==> src/rtl/uart_echo_tester_if.sv <==
// Control/status bundle of the UART echo tester.
// Master starts runs; slave reports progress and results.
interface uart_echo_tester_if;
  logic       start;
  logic [7:0] seed;
  logic [7:0] count;
  logic       busy;
  logic       done;
  logic       pass;
  logic [7:0] err_cnt;
  logic [7:0] last_sent;
  logic [7:0] last_rcvd;

  modport master (
    output start, seed, count,
    input  busy, done, pass, err_cnt, last_sent, last_rcvd
  );

  modport slave (
    input  start, seed, count,
    output busy, done, pass, err_cnt, last_sent, last_rcvd
  );
endinterface

==> src/rtl/uart_echo_tester.sv <==
// Host-side 8N1 echo tester: sends incrementing frames, checks echoes.
// UART_ECHO_INC_EN: expect echo = sent+1 (else echo = sent).
module uart_echo_tester #(
  parameter int DBIT    = 8,
  parameter int SB_TICK = 16,
  parameter int DVSR    = 163,
  parameter int TIMEOUT = 2_000_000
) (
  input  logic clk,
  input  logic reset,
  input  logic rx,
  output logic tx,
  uart_echo_tester_if.slave bus
);
  localparam int TW  = $clog2(DVSR);
  localparam int SW  = $clog2(SB_TICK > 16 ? SB_TICK : 16);
  localparam int NW  = $clog2(DBIT > 1 ? DBIT : 2);
  localparam int TOW = $clog2(TIMEOUT);

  typedef enum logic [3:0] {
    IDLE, TX_START, TX_DATA, TX_STOP, WAIT_RX,
    RX_START, RX_DATA, RX_STOP, CHECK, DONE
  } state_t;

  state_t            state_q, state_d;
  logic [TW-1:0]     tick_q, tick_d;
  logic              rx_s1_q, rx_s2_q;
  logic              tx_q, tx_d;
  logic              busy_q, busy_d;
  logic              done_q, done_d;
  logic              pass_q, pass_d;
  logic [7:0]        err_q, err_d;
  logic [7:0]        ls_q, ls_d;
  logic [7:0]        lr_q, lr_d;
  logic [7:0]        cur_q, cur_d;
  logic [7:0]        rem_q, rem_d;
  logic [SW-1:0]     s_q, s_d;
  logic [NW-1:0]     n_q, n_d;
  logic [DBIT-1:0]   b_q, b_d;
  logic [DBIT-1:0]   rb_q, rb_d;
  logic [TOW-1:0]    to_q, to_d;
  logic              sup_q, sup_d;
  logic              s_tick;
  logic              rx_s;
  logic [7:0]        exp_b;
  logic [7:0]        nxt_cur;

  function automatic logic [7:0] sat_inc(input logic [7:0] v);
    return (v == 8'hFF) ? v : v + 8'd1;
  endfunction

  // Free-running oversample tick divider.
  always_comb begin
    s_tick = (tick_q == TW'(DVSR - 1));
    tick_d = s_tick ? '0 : tick_q + TW'(1);
  end

  // Frame sequencer: serializer, deserializer, checker.
  always_comb begin
    state_d = state_q;
    tx_d    = tx_q;
    busy_d  = busy_q;
    done_d  = done_q;
    pass_d  = pass_q;
    err_d   = err_q;
    ls_d    = ls_q;
    lr_d    = lr_q;
    cur_d   = cur_q;
    rem_d   = rem_q;
    s_d     = s_q;
    n_d     = n_q;
    b_d     = b_q;
    rb_d    = rb_q;
    to_d    = to_q;
    sup_d   = sup_q;
    rx_s    = rx_s2_q;
    nxt_cur = cur_q + 8'd1;
`ifdef UART_ECHO_INC_EN
    exp_b   = cur_q + 8'd1;
`else
    exp_b   = cur_q;
`endif
    unique case (state_q)
      IDLE: if (bus.start) begin
        cur_d  = bus.seed;
        rem_d  = bus.count;
        err_d  = '0;
        done_d = 1'b0;
        busy_d = 1'b1;
        if (bus.count == 8'd0) begin
          state_d = DONE;
        end else begin
          state_d = TX_START;
          ls_d    = bus.seed;
          b_d     = DBIT'(bus.seed);
          tx_d    = 1'b0;
          s_d     = '0;
        end
      end
      TX_START: if (s_tick) begin
        if (s_q == SW'(15)) begin
          s_d     = '0;
          n_d     = '0;
          tx_d    = b_q[0];
          state_d = TX_DATA;
        end else begin
          s_d = s_q + SW'(1);
        end
      end
      TX_DATA: if (s_tick) begin
        if (s_q == SW'(15)) begin
          s_d = '0;
          b_d = b_q >> 1;
          if (n_q == NW'(DBIT - 1)) begin
            tx_d    = 1'b1;
            state_d = TX_STOP;
          end else begin
            n_d  = n_q + NW'(1);
            tx_d = b_q[1];
          end
        end else begin
          s_d = s_q + SW'(1);
        end
      end
      TX_STOP: if (s_tick) begin
        if (s_q == SW'(SB_TICK - 1)) begin
          s_d     = '0;
          to_d    = '0;
          sup_d   = 1'b0;
          state_d = WAIT_RX;
        end else begin
          s_d = s_q + SW'(1);
        end
      end
      WAIT_RX: begin
        to_d = to_q + TOW'(1);
        if (!rx_s) begin
          s_d     = '0;
          state_d = RX_START;
        end else if (to_q == TOW'(TIMEOUT - 1)) begin
          rb_d    = '0;
          lr_d    = '0;
          err_d   = sat_inc(err_q);
          sup_d   = 1'b1;
          state_d = CHECK;
        end
      end
      RX_START: if (s_tick) begin
        if (s_q == SW'(7)) begin
          s_d = '0;
          n_d = '0;
          state_d = rx_s ? WAIT_RX : RX_DATA;
        end else begin
          s_d = s_q + SW'(1);
        end
      end
      RX_DATA: if (s_tick) begin
        if (s_q == SW'(15)) begin
          s_d  = '0;
          rb_d = {rx_s, rb_q[DBIT-1:1]};
          if (n_q == NW'(DBIT - 1)) begin
            state_d = RX_STOP;
          end else begin
            n_d = n_q + NW'(1);
          end
        end else begin
          s_d = s_q + SW'(1);
        end
      end
      RX_STOP: if (s_tick) begin
        if (s_q == SW'(SB_TICK - 1)) begin
          s_d = '0;
          if (!rx_s) begin
            err_d = sat_inc(err_q);
            sup_d = 1'b1;
          end
          state_d = CHECK;
        end else begin
          s_d = s_q + SW'(1);
        end
      end
      CHECK: begin
        lr_d = 8'(rb_q);
        if (!sup_q && (8'(rb_q) != exp_b)) begin
          err_d = sat_inc(err_q);
        end
        cur_d = nxt_cur;
        rem_d = rem_q - 8'd1;
        if (rem_q == 8'd1) begin
          state_d = DONE;
        end else begin
          state_d = TX_START;
          ls_d    = nxt_cur;
          b_d     = DBIT'(nxt_cur);
          tx_d    = 1'b0;
          s_d     = '0;
        end
      end
      DONE: begin
        busy_d  = 1'b0;
        done_d  = 1'b1;
        pass_d  = (err_q == 8'd0);
        state_d = IDLE;
      end
      default: state_d = IDLE;
    endcase
  end

  // State registers with synchronous active-low reset.
  always_ff @(posedge clk) begin
    if (!reset) begin
      state_q <= IDLE;
      tick_q  <= '0;
      rx_s1_q <= 1'b1;
      rx_s2_q <= 1'b1;
      tx_q    <= 1'b1;
      busy_q  <= 1'b0;
      done_q  <= 1'b0;
      pass_q  <= 1'b0;
      err_q   <= '0;
      ls_q    <= '0;
      lr_q    <= '0;
      cur_q   <= '0;
      rem_q   <= '0;
      s_q     <= '0;
      n_q     <= '0;
      b_q     <= '0;
      rb_q    <= '0;
      to_q    <= '0;
      sup_q   <= 1'b0;
    end else begin
      state_q <= state_d;
      tick_q  <= tick_d;
      rx_s1_q <= rx;
      rx_s2_q <= rx_s1_q;
      tx_q    <= tx_d;
      busy_q  <= busy_d;
      done_q  <= done_d;
      pass_q  <= pass_d;
      err_q   <= err_d;
      ls_q    <= ls_d;
      lr_q    <= lr_d;
      cur_q   <= cur_d;
      rem_q   <= rem_d;
      s_q     <= s_d;
      n_q     <= n_d;
      b_q     <= b_d;
      rb_q    <= rb_d;
      to_q    <= to_d;
      sup_q   <= sup_d;
    end
  end

  assign tx            = tx_q;
  assign bus.busy      = busy_q;
  assign bus.done      = done_q;
  assign bus.pass      = pass_q;
  assign bus.err_cnt   = err_q;
  assign bus.last_sent = ls_q;
  assign bus.last_rcvd = lr_q;
endmodule

==> src/flat_wrapper.sv <==
// flat-port wrapper written by rule: the top's interface ports become plain ports
module uart_echo_tester_flat 
#(
  parameter int DBIT    = 8,
  parameter int SB_TICK = 16,
  parameter int DVSR    = 163,
  parameter int TIMEOUT = 2_000_000
)
  (clk, reset, rx, tx, bus_start, bus_seed, bus_count, bus_busy, bus_done, bus_pass, bus_err_cnt, bus_last_sent, bus_last_rcvd);
  uart_echo_tester_if bus_i ();
  input  logic clk;
  input  logic reset;
  input  logic rx;
  output logic tx;
  input wire logic [$bits(bus_i.start)-1:0] bus_start;
  input wire logic [$bits(bus_i.seed)-1:0] bus_seed;
  input wire logic [$bits(bus_i.count)-1:0] bus_count;
  output wire logic [$bits(bus_i.busy)-1:0] bus_busy;
  output wire logic [$bits(bus_i.done)-1:0] bus_done;
  output wire logic [$bits(bus_i.pass)-1:0] bus_pass;
  output wire logic [$bits(bus_i.err_cnt)-1:0] bus_err_cnt;
  output wire logic [$bits(bus_i.last_sent)-1:0] bus_last_sent;
  output wire logic [$bits(bus_i.last_rcvd)-1:0] bus_last_rcvd;
  assign bus_i.start = bus_start;
  assign bus_i.seed = bus_seed;
  assign bus_i.count = bus_count;
  assign bus_busy = bus_i.busy;
  assign bus_done = bus_i.done;
  assign bus_pass = bus_i.pass;
  assign bus_err_cnt = bus_i.err_cnt;
  assign bus_last_sent = bus_i.last_sent;
  assign bus_last_rcvd = bus_i.last_rcvd;
  uart_echo_tester #(.DBIT(DBIT), .SB_TICK(SB_TICK), .DVSR(DVSR), .TIMEOUT(TIMEOUT)) u_core (.clk(clk), .reset(reset), .rx(rx), .tx(tx), .bus(bus_i));
endmodule
==> config.mk <==
export PLATFORM = sky130hd
export DESIGN_NAME = uart_echo_tester_flat
export DESIGN_NICKNAME = d
export VERILOG_FILES = /design/src/rtl/uart_echo_tester_if.sv /design/src/rtl/uart_echo_tester.sv /design/src/flat_wrapper.sv
export SDC_FILE = /design/constraint.sdc
export NUM_CORES = 1
export LEC_CHECK = 0
export BUFFER_PORTS_ARGS = -buffer_cell sky130_fd_sc_hd__buf_2
export CAP_MARGIN = 20
export CORE_MARGIN = 4
export CORE_UTILIZATION = 55
export DETAILED_ROUTE_END_ITERATION = 10
export HOLD_SLACK_MARGIN = 0.02
export PLACE_DENSITY = 0.82
export REMOVE_ABC_BUFFERS = 1
export SYNTH_ARGS = -nofsm -noshare
export SYNTH_HDL_FRONTEND = slang
export SYNTH_SLANG_ARGS = --single-unit
==> constraint.sdc <==
create_clock -name clk -period 5.7 [get_ports clk]
set_clock_uncertainty 0.2 [all_clocks]
set_input_delay 1.14 -clock clk [delete_from_list [all_inputs] [get_ports clk]]
set_output_delay 1.14 -clock clk [all_outputs]
set_load 0.1 [all_outputs]
# Yosys cells after proc, flatten, opt, wreduce, memory -nomap -nowiden
# Index checks and enable logic that the tools add are counted.
[totals]
regBits = 103
input_bits = 20
out_inout_bits = 28
word_cells = 191
[classes]
n_addsub = 7
eq_ne = 44
mux = 88
bitwise = 1
n_reduce_logical = 32
[ops]
columns = ["operator", "count"]
rows = [
  ["8-bit two-way mux", 19],
  ["4-bit two-way mux", 27],
  ["8-bit one-hot mux with 2 select lines", 5],
  ["21-bit two-way mux", 2],
  ["21-bit one-hot mux with 2 select lines", 1],
  ["2-bit by 1-bit inequality test with 1-bit output (second input constant)", 20],
  ["4-bit one-hot mux with 9 select lines", 1],
  ["8-bit one-hot mux with 4 select lines", 1],
  ["8-bit AND reduction", 4],
  ["8-bit by 1-bit adder with 8-bit output (second input constant)", 3],
  ["8-bit one-hot mux with 3 select lines", 1],
  ["21-bit by 1-bit adder with 21-bit output (second input constant)", 1],
  ["21-bit equality test (second input constant)", 1],
  ["3-bit two-way mux", 7],
  ["4-bit by 3-bit equality test with 1-bit output (second input constant)", 5],
  ["4-bit one-hot mux with 5 select lines", 1],
  ["1-bit two-way mux", 17],
  ["8-bit equality test (second input constant)", 2],
  ["8-bit logical NOT", 2],
  ["16-bit AND reduction", 1],
  ["4-bit equality test (second input constant)", 3],
  ["2-bit inequality test (second input constant)", 6],
  ["2-bit nonzero test", 5],
  ["3-bit one-hot mux with 3 select lines", 1],
  ["28 further kinds", 36],
]

# Depth between registers and ports, before layout
[logic_depth]
word_depth = 6
depth_mapped = 10
ltp_nobuf = 8

# Worst setup path before layout
# Ideal clock, no wire load.
[synth_timing]
kind = "input-to-reg"
from = "input port bus_count[1]"
to = "register u_core.b_q[6]"
setup_time_ns = 0.132
t_arrival_ns = 2.424
required_ns = 5.368
slack_ns = 2.944
path_stages = 7
n_path_buf = 1
cell_sequence = "nor4_1 a21boi_0 o21ai_1 nor2_1 clkbuf_1 o21ai_0 a21oi_1"
[synth_via]
elab_chain_cells = 3
[synth_rtl]
columns = ["item", "line", "source"]
rows = [
  ["start: declaration", "flat_wrapper.sv:17", "input wire logic [$bits(bus_i.count)-1:0] bus_count;"],
  ["8-bit logical NOT", "uart_echo_tester.sv:90", "if (bus.count == 8'd0) begin"],
  ["2-bit inequality test (no source line)", "n/a", ""],
  ["6-bit AND reduction (no source line)", "n/a", ""],
  ["end signal: assignment", "uart_echo_tester.sv:227", "b_q <= '0;"],
  ["end signal: assignment", "uart_echo_tester.sv:247", "b_q <= b_d;"],
  ["end: declaration", "uart_echo_tester.sv:39", "logic [DBIT-1:0] b_q, b_d;"],
]
# Every way passes these cells.
# A chain may end at the register's enable or synchronous reset.

# Final worst setup path
[layout_timing]
from = "register u_core.state_q[1]"
to = "register u_core.err_q[7] (netlist: u_core.bus.err_cnt[7])"
[layout_via]
elab_chain_cells = 3
word_cells_on_any_way = 14
cone_classes = "10 x eq/ne; 1 x mux; 3 x reduce/logical"
[layout_rtl]
columns = ["item", "line", "source"]
rows = [
  ["start: declaration", "uart_echo_tester.sv:25", "state_t state_q, state_d;"],
  ["start signal: assignment", "uart_echo_tester.sv:232", "state_q <= state_d;"],
  ["4-bit equality test, or another cell as far along", "uart_echo_tester.sv:83", "unique case (state_q)"],
  ["2-bit by 1-bit inequality test with 1-bit output (no source line), or another cell as far along", "n/a", ""],
  ["8-bit AND reduction (no source line)", "n/a", ""],
  ["end signal: assignment", "uart_echo_tester.sv:240", "err_q <= err_d;"],
  ["end: declaration", "uart_echo_tester.sv:32", "logic [7:0] err_q, err_d;"],
]
# Several ways; a longest one is shown, not always the timed one.

==> summary.log <==
[outcome] result of the run finished clean
[synth] dominant combinational cell family by area after synthesis simple AND/OR/NAND/NOR gates
[clock_network] number of buffers inserted for hold repair after clock tree synthesis 0
[detailed_routing] Routed WL per cell 15.3 um
[power] power density of the placed cells 354 mW/mm^2
[die] area enclosed by the die boundary 0.0110 mm^2
[clock_network] clock tree from TritonCTS yes
[power] power dissipated by switching net loads 0.786 mW
[critical_path] category of the worst setup path capture point register
[die] site row count 35
[power] worst voltage drop across the vdd grid 161 uV
[power] proportion of power drawn by the clock network 23.5%
[grt] GRT overflow 0
[clock_network] number of instances resized during post-cts repair 0
[timing] number of endpoints with negative hold slack in the final report 0
[power] Combinational Power Share 31.9%
[clock_network] Clock Path Buffers 2
[placement] Final GP Congestion 0.885
[detailed_routing] Final Routed Wirelength 11.8 mm
[synth] mux share of post-synthesis cell area 0.583%
[grt] wire length of the first global-routing pass 20.7 mm
[placement] detailed placer's ending HPWL 8.34 mm
[clock_network] clock sinks 103
[power] Switching Share 39.7%
[placement] number of port buffers 47
[layout] post-route standard cell area excluding fillers 0.00559 mm^2
[synth] fraction of synthesis flops using an asynchronous set or reset pin 0%
[timing] max-slew violation count 0
[synth] per-instance average area after synthesis 8.24 um^2
[synth] dominant register cell in the synthesized netlist sky130_fd_sc_hd__dfxtp_1
[layout] layout overhead on the synthesized area 8.60%
[synth] unique cell type count in the Yosys netlist 70
[timing] Slew HR 41.9%
[critical_path] ordered cell list for the critical path or4b_2 > o41a_1 > nand4b_1 > o2111ai_1 > or3_2 > o41ai_1
[critical_path] signal arrival time at the worst endpoint 3.60 ns
[detailed_routing] DRT Pass-1 Iters 5
[clock_network] Clock H-tree levels 3
[timing] sum of negative setup slack 0 ns
[hold_path] class of the tightest hold or removal check reg -> reg
[timing] RSZ-0062 raised after global routing no
[critical_path] capture instance of the worst register-to-register path u_core.bus.err_cnt[7]
[synth] combined area of all synthesized cells 0.00515 mm^2
[placement] placed instance count 755
[critical_path] Critical path origin u_core.state_q[1]
[clock_network] clock buffers created by TritonCTS 9
[job] maximum capacitance violations 0
[detailed_routing] post-DR vias/cell 6.12
[clock_network] clock tree root driver cell sky130_fd_sc_hd__clkbuf_8
[die] count of pins on the block boundary 48
[critical_path] delay of the slowest cell on the worst path 0.87 ns
[layout] final instance count without filler cells 772
[timing] Final period util 62.0%
[grt] number of global-route vias before repair 4,502
[detailed_routing] remaining antenna violation count after routing 0
[detailed_routing] via count 4,722
[critical_path] endpoint of the worst setup timing path u_core.bus.err_cnt[7]
[timing] Fin Hold WS 0.227 ns
[synth] fraction of the mapped netlist area in adder cells 2.67%
[synth] total of flip-flops plus latches after synthesis 103
[synth] Synth Area in XOR/XNOR 6.64%
[layout] fraction of layout instances using a drive strength above 1 11.8%
[critical_path] kind of critical path reg -> reg
[synth] cells after synthesis 625
[synth] complex-gate fraction of the synthesized area 18.1%
[clock_network] clk slew on worst S/H paths 0.10 ns
[die] chip width 105 um
[critical_path] Required @ worst endpoint 5.77 ns
[die] height of the die 105 um
[critical_path] number of cells on the worst reg-to-reg path 6
[synth] proportion of synthesized chip area in sequential cells 40.1%
[layout] antenna cell count 0
[critical_path] crit start category register
[critical_path] RR Startpoint u_core.state_q[1]
[critical_path] FF-to-FF setup slack 2.17 ns
[power] internal power 1.19 mW
[timing] transition time at the pin with the least slew margin 0.869 ns
[grt] largest net degree at the start of global routing 63
[power] sequential share of power 44.6%
[timing] clock period minus worst slack 3.53 ns
[timing] highest attainable clock frequency 0.283 GHz
[timing] number of setup violations in the final report 0
[synth] number of enable flip-flop cells after synthesis 0
[placement] area post-placement 0.00537 mm^2
[grt] total global-route track usage 22.1%
[synth] basic-gate share of the synthesized area counting and, or, nand and nor cells 28.0%
[die] starting utilization of the core area 56.0%
[critical_path] cell with the largest stage delay on the worst path sky130_fd_sc_hd__dfxtp_1
[clock_network] Setup Fix Bufs, Post-CTS 0
[die] area inside the core boundary 0.00920 mm^2
[critical_path] largest fanout of any net on the critical path 27
[detailed_routing] number of design-rule violations left by the first detailed-router iteration 328
[clock_network] clock latency reported for the late side of the worst-skew pair 0.37 ns
[synth] Syn. warnings 0
[power] static power due to leakage 2.20 nW
[detailed_routing] DRC violation count after routing 0
[layout] fin nets 687
[grt] initial antenna violation count 0
[critical path, delay by kind of cell (launching register included)]
kind / cells / cell delay [ns]
AOI/OAI and AO/OA: 3 / 1.01
DFF: 1 / 0.87
and+or+nand+nor: 3 / 1.33
[Yosys cell counts, drive strengths merged, types with 7 or more instances]
| cell | number | share of area (%) |
|---|---|---|
| a221oi | 10 | 1.7 |
| inv | 9 | 0.66 |
| nor3 | 10 | 0.97 |
| xor2 | 28 | 4.8 |
| nand3 | 25 | 2.4 |
| nand3b | 7 | 1.0 |
| nand4 | 11 | 1.3 |
| nand2b | 10 | 1.2 |
| ha | 11 | 2.7 |
| dfxtp | 103 | 40 |
| a21oi | 45 | 4.4 |
| a22oi | 11 | 1.6 |
| o21ai | 30 | 3.0 |
| a211oi | 11 | 1.6 |
| nand2 | 63 | 4.6 |
| xnor2 | 11 | 1.9 |
| nor2 | 92 | 6.7 |
| and3 | 20 | 2.5 |
| clkbuf | 24 | 2.0 |
| nor4 | 9 | 1.1 |
[layer usage]
layer / GRT usage [%] / vias to the layer above / share of wire [%]
met5: 0 / - / 0
met4: 6.19 / 0 / 1.5
met3: 4.63 / 16 / 6.8
met2: 36.2 / 160 / 46
met1: 29.6 / 2232 / 46
li1: - / 2314 / -
[state kept, by name, summed over array words and instances (netlist names), 3 cells and up]
name,cells
u_core.to_q,21
u_core.b_q,8
u_core.bus.err_cnt,8
u_core.bus.last_rcvd,8
u_core.bus.last_sent,8
u_core.cur_q,8
u_core.rb_q,8
u_core.rem_q,8
u_core.tick_q,8
u_core.s_q,4
u_core.state_q,4
u_core.n_q,3
[cells in the final DEF, fill, tap and decap left out, types with 5 or more instances in the layout]
| cell | instances |
|---|---|
| sky130_fd_sc_hd__dfxtp_1 | 103 |
| sky130_fd_sc_hd__nor2_1 | 92 |
| sky130_fd_sc_hd__nand2_1 | 63 |
| sky130_fd_sc_hd__buf_2 | 48 |
| sky130_fd_sc_hd__a21oi_1 | 45 |
| sky130_fd_sc_hd__xor2_1 | 28 |
| sky130_fd_sc_hd__o21ai_0 | 26 |
| sky130_fd_sc_hd__nand3_1 | 25 |
| sky130_fd_sc_hd__and3_1 | 17 |
| sky130_fd_sc_hd__a211oi_1 | 11 |
| sky130_fd_sc_hd__xnor2_1 | 11 |
| sky130_fd_sc_hd__a22oi_1 | 11 |
| sky130_fd_sc_hd__nand4_1 | 11 |
| sky130_fd_sc_hd__ha_1 | 11 |
| sky130_fd_sc_hd__nand2b_1 | 10 |
| sky130_fd_sc_hd__nor3_1 | 10 |
| sky130_fd_sc_hd__a221oi_1 | 10 |
| sky130_fd_sc_hd__clkbuf_8 | 10 |
| sky130_fd_sc_hd__nor4_1 | 9 |
| sky130_fd_sc_hd__inv_1 | 8 |
| sky130_fd_sc_hd__nand3b_1 | 7 |
| sky130_fd_sc_hd__o311ai_0 | 6 |
| sky130_fd_sc_hd__nor2b_1 | 5 |
| sky130_fd_sc_hd__and2_1 | 5 |
[per-stage QoR]
step | setup slack [ns] | util [%] | total power, mW
after floorplan | 2.63 | - | 1.37
after global placement | 2.42 | 58.4 | 1.50
after detailed placement | 2.25 | 58.4 | 1.52
after CTS | 2.22 | 60.6 | 1.99
final | 2.17 | 60.8 | 1.98
after global routing | 1.86 | 60.8 | 2.10
[power by group through the flow]
stage | Combinational (mW) | Sequential, mW | Clock [mW]
global placement | 0.607 | 0.893 | 0
CTS | 0.627 | 0.881 | 0.480
finish | 0.631 | 0.883 | 0.465
floorplan | 0.342 | 1.02 | 0
detailed placement | 0.625 | 0.896 | 0
global route | 0.697 | 0.895 | 0.505
[worst min path at each step]
stage                   startpoint           to  slack, ns  cells past startpoint
floorplan           u_core.rx_s1_q  u_core.rx_s       0.19                      1
global route        u_core.rx_s1_q  u_core.rx_s       0.23                      1
global placement    u_core.rx_s1_q  u_core.rx_s       0.20                      1
CTS                 u_core.rx_s1_q  u_core.rx_s       0.23                      1
finish              u_core.rx_s1_q  u_core.rx_s       0.23                      1
detailed placement  u_core.rx_s1_q  u_core.rx_s       0.20                      1
[logic make-up (layout without fill, tap and decap cells)]
family / after synthesis / count (layout)
AND/OR/NAND/NOR: 286 / 286
AO/OA/AOI/OAI: 143 / 143
flip-flops: 103 / 103
buffers and inverters: 40 / 76
XOR/XNOR: 39 / 39
adder cells (fa/ha/maj): 11 / 11
multiplexers: 3 / 3
[cell type report]
| class | instances | area (um^2) |
|---|---|---|
| multi-input cells | 482 | 2880 |
| fillers | 842 | 3610 |
| clock inverters | 4 | 53.8 |
| flip-flops and latches | 103 | 2060 |
| well taps | 111 | 139 |
| inverters | 9 | 33.8 |
| clock buffers | 12 | 145 |
| repair buffers | 51 | 275 |
No activity file was read; power rests on OpenSTA's default activity.
